### src/rtl/led_counter.sv
// LED up/down counter stepped by rising edges of a slow data-sampled clock, with run/hold FSM and load.
// Define LED_COUNTER_SYNC_EN to pass slow_clk through a 2-flop synchronizer before edge detection.
module led_counter #(
    parameter int WIDTH = 4,
    parameter int MAX   = 15
) (
    input  logic             in_clk,
    input  logic             rst_n,
    input  logic             slow_clk,
    input  logic             en,
    input  logic             up_dn,
    input  logic             load,
    input  logic [WIDTH-1:0] load_val,
    output logic [WIDTH-1:0] count,
    output logic             tick_o,
    output logic             wrap_o,
    output logic [1:0]       state_o
);

    localparam logic [WIDTH-1:0] MAX_V = WIDTH'(MAX);

    localparam logic [1:0] IDLE = 2'b00;
    localparam logic [1:0] RUN  = 2'b01;
    localparam logic [1:0] HOLD = 2'b10;

    logic             s_last;
    logic             s_prev;
    logic             slow_rise;
    logic [1:0]       state;
    logic [1:0]       state_next;
    logic             step;
    logic             at_limit;
    logic [WIDTH-1:0] count_step;
    logic [WIDTH-1:0] load_clamped;

`ifdef LED_COUNTER_SYNC_EN
    logic s_meta;

    always_ff @(posedge in_clk) begin
        if (!rst_n) begin
            s_meta <= 1'b0;
            s_last <= 1'b0;
        end else begin
            s_meta <= slow_clk;
            s_last <= s_meta;
        end
    end
`else
    always_ff @(posedge in_clk) begin
        if (!rst_n) begin
            s_last <= 1'b0;
        end else begin
            s_last <= slow_clk;
        end
    end
`endif

    always_ff @(posedge in_clk) begin
        if (!rst_n) begin
            s_prev <= 1'b0;
        end else begin
            s_prev <= s_last;
        end
    end

    assign slow_rise = s_last & ~s_prev;

    always_comb begin
        state_next = state;
        case (state)
            IDLE:    if (en)  state_next = RUN;
            RUN:     if (!en) state_next = HOLD;
            HOLD:    if (en)  state_next = RUN;
            default: state_next = IDLE;
        endcase
    end

    // Count only when already running and still enabled, so the RUN->HOLD edge is ignored.
    assign step     = slow_rise && (state == RUN) && en;
    assign at_limit = up_dn ? (count >= MAX_V) : (count == '0);

    always_comb begin
        count_step = count;
        if (up_dn) begin
            count_step = at_limit ? '0 : count + 1'b1;
        end else begin
            count_step = at_limit ? MAX_V : count - 1'b1;
        end
    end

    assign load_clamped = (load_val > MAX_V) ? MAX_V : load_val;

    always_ff @(posedge in_clk) begin
        if (!rst_n) begin
            state  <= IDLE;
            count  <= '0;
            tick_o <= 1'b0;
            wrap_o <= 1'b0;
        end else begin
            state  <= state_next;
            tick_o <= slow_rise;
            wrap_o <= 1'b0;
            if (load) begin
                count <= load_clamped;
            end else if (step) begin
                count  <= count_step;
                wrap_o <= at_limit;
            end
        end
    end

    assign state_o = state;

endmodule

### config.mk
export PLATFORM = sky130hd
export DESIGN_NAME = led_counter
export DESIGN_NICKNAME = d
export VERILOG_FILES = /design/src/rtl/led_counter.sv
export SDC_FILE = /design/constraint.sdc
export NUM_CORES = 1
export LEC_CHECK = 0
export ABC_AREA = 1
export CELL_PAD_IN_SITES_DETAIL_PLACEMENT = 1
export CELL_PAD_IN_SITES_GLOBAL_PLACEMENT = 1
export CORE_MARGIN = 8
export CORE_UTILIZATION = 35
export CTS_BUF_LIST = sky130_fd_sc_hd__clkbuf_8
export CTS_CLUSTER_DIAMETER = 150
export DETAILED_ROUTE_END_ITERATION = 6
export PLACE_DENSITY = 0.91
export SLEW_MARGIN = 20
export SYNTH_ARGS = -nofsm -noshare
export SYNTH_HDL_FRONTEND = slang
export SYNTH_SLANG_ARGS = --single-unit
### constraint.sdc
create_clock -name in_clk -period 2.1 [get_ports in_clk]
set_clock_uncertainty 0.15 [all_clocks]
set_input_delay 0.42 -clock in_clk [delete_from_list [all_inputs] [get_ports in_clk]]
set_output_delay 0.42 -clock in_clk [all_outputs]
set_load 0.005 [all_outputs]
==> run metrics <==
IO buf count 17; Min-Delay Path Class reg -> reg; vias in the first global route 683; Post-CTS Setup Bufs 0; Nets 115; initial core utilization 37.7%; DR vias 598; GRT overflow 0; Max-Cap Viols 0; Clock Latency Late Sink 240 ps; Comb power frac 20.7%; Syn-to-layout area delta 43.8%; Post-DP Area 762 sq um; #FFs+latches synth 10; Worst EP arrival 1280 ps; Power Dens Cells 703 nW/um^2; Total GRT Usage 12.2%; Post-CTS Hold Buffers 0; crit-path leading delay family buffers and inverters; io pins 18; max incr delay on CP 560 ps; Tmin final 1850 ps; Slew @ Worst Pin 288 ps; Req. time, crit path 1530 ps; clock network fraction of total power 42.0%; relative slew slack 80.8%; Setup TNS Final 0 ps; placed cells 114; CTS Buf Count 3; clock sink count 10; Worst Hold Depth 1; die extent in x 56.3 microns; r2r worst-path depth 6; Total Power 0.000575 W; Leak 0.388 nW; CP max stage cell clkdlybuf4s50_1; ratio of cells with drive above 1 in the final layout 10.8%; Net Sw Power 0.000148 W; Mapped Cells 80; CTS tree yes; Worst R2R Setup Slack 400 ps; antenna cells 0; DRT antenna net count 0; Total Wirelength 1.75 mm; final hold vios 0; H-tree depth 1; Internal 0.000426 W; PostCTS Resize Cnt 0; HP Start s_prev$_SDFF_PN0_; HPWL Detailed 1.38 mm; Via density 5.07; Hold EP tick_o$_SDFF_PN0_; Post-Syn Area per Cell 7.10 sq um; Crit. End Element output pin; Hold Slack 280 ps; r2r endpoint count[1]$_SDFFE_PN0P_; initial antenna violation count 0; syn nets 92; Wirelength per Cell 14.8 microns; Die ar. 3170 sq um; Reg2Reg Launch Point count[0]$_SDFFE_PN0P_; yosys warns 0; Root Buffer clkbuf_8; Std-Cell Rows 14; Final period util 88.2%; routability cong. 0.761; Peak VDD IR 0.000358 V; Synth Cell Area 568 sq um; worst-path cell chain clkdlybuf4s50_1; final setup fails 0; Initial DRC Count 7; Pins Over Slew Limit 0; status finished, final reports clean; clk slew on worst S/H paths 50 ps; Non-Filler Instances 118; sw frac 25.8%; Netlist cell types 20; crit start category register; sequential share of power 37.3%; WS Path Type reg -> out; RSZ-0062 raised after global routing false; Die H 56.3 microns; Pre-antenna DRT Iters 4; Residual DRC 0; area of the core 1510 sq um; largest net degree at the start of global routing 11; register area share after synthesis 35.2%; global-route wire length before repair 3.15 mm; final instance area 817 sq um; Crit path buffers/inverters 1; CP max FO 8; Max Buffers Root-to-Sink 2; fmax 0.540 GHz
-- per-stage QoR --
stage	utilization [%]	setup WS [ps]
after global routing	54.2	188
after detailed placement	50.6	238
after global placement	50.6	301
final	54.2	249
after CTS	54.2	233
after floorplan	-	660
-- how the worst max path moves through the flow --
| stage | slack [ps] | depth (start not counted) | to | from |
|---|---|---|---|---|
| after CTS | 230 | 1 | count[3] | count[3]$_SDFFE_PN0P_ |
| after global placement | 300 | 6 | count[1]$_SDFFE_PN0P_ | en |
| final | 250 | 1 | count[3] | count[3]$_SDFFE_PN0P_ |
| after global routing | 190 | 1 | count[3] | count[3]$_SDFFE_PN0P_ |
| after detailed placement | 240 | 6 | count[1]$_SDFFE_PN0P_ | en |
| after floorplan | 660 | 6 | count[1]$_SDFFE_PN0P_ | count[0]$_SDFFE_PN0P_ |
-- area by class of cell --
cell class	instances	area, sq um
inverters	13	48.8
multi-input cells	56	308
fillers	197	689
clock buffers	4	55.1
flip-flops and latches	10	200
repair buffers	19	185
well taps	16	20.0
-- per-layer routing --
metal | GRT usage [%] | vias up | share of wire, %
met4 | 5.84 | 0 | 1.4
met3 | 6.29 | 4 | 6.9
met1 | 12.2 | 277 | 40
li1 | - | 301 | -
met5 | 0 | - | 0
met2 | 20.3 | 16 | 52
-- state kept, by name, summed over array words and instances, names as in the netlist --
| register | flops |
|---|---|
| tick_o | 1 |
| state_o | 2 |
| s_last | 1 |
| wrap_o | 1 |
| s_prev | 1 |
| count | 4 |
-- cells by family after synthesis --
| group | after synthesis | synth area share, % |
|---|---|---|
| AND/OR/NAND/NOR | 38 | 31.3 |
| adder cells (fa/ha/maj) | 2 | 4.40 |
| flip-flops | 10 | 35.2 |
| buffers and inverters | 14 | 10.6 |
| AO/OA/AOI/OAI | 14 | 15.4 |
| XOR/XNOR | 2 | 3.08 |
-- cell usage in the layout, fill, tap and decap left out, types with 4 or more instances in the layout --
| master | Yosys | final |
|---|---|---|
| nand3_1 | 7 | 7 |
| dfxtp_1 | 10 | 10 |
| inv_1 | 12 | 12 |
| nor2_1 | 7 | 7 |
| clkbuf_8 | 0 | 4 |
| nand2_1 | 19 | 19 |
| clkdlybuf4s50_1 | 0 | 17 |
| a21oi_1 | 4 | 4 |
| o21ai_0 | 6 | 6 |
-- Yosys cell counts --
master    number  area, sq um
nand2_1       19         71.3
inv_1         12         45.0
dfxtp_1       10          200
nand3_1        7         35.0
nor2_1         7         26.3
o21ai_0        6         30.0
a21oi_1        4         20.0
ha_1           2         25.0
nand4_1        2         12.5
a21oi_2        1         8.76
a31oi_1        1         6.26
buf_6          1         11.3
inv_2          1         3.75
nand3b_4       1         20.0
nor2_2         1         6.26
nor4_1         1         6.26
o21ai_4        1         16.3
o22ai_1        1         6.26
xnor2_1        1         8.76
xor2_1         1         8.76
-- power by group through the flow --
stage	combinational [W]	clock (W)	sequential, W
floorplan	0.0000618	0	0.000216
global placement	0.000112	0	0.000217
detailed placement	0.000118	0	0.000218
CTS	0.000120	0.000250	0.000214
global route	0.000133	0.000260	0.000216
finish	0.000119	0.000241	0.000214
(Power assumes the default switching activity.)
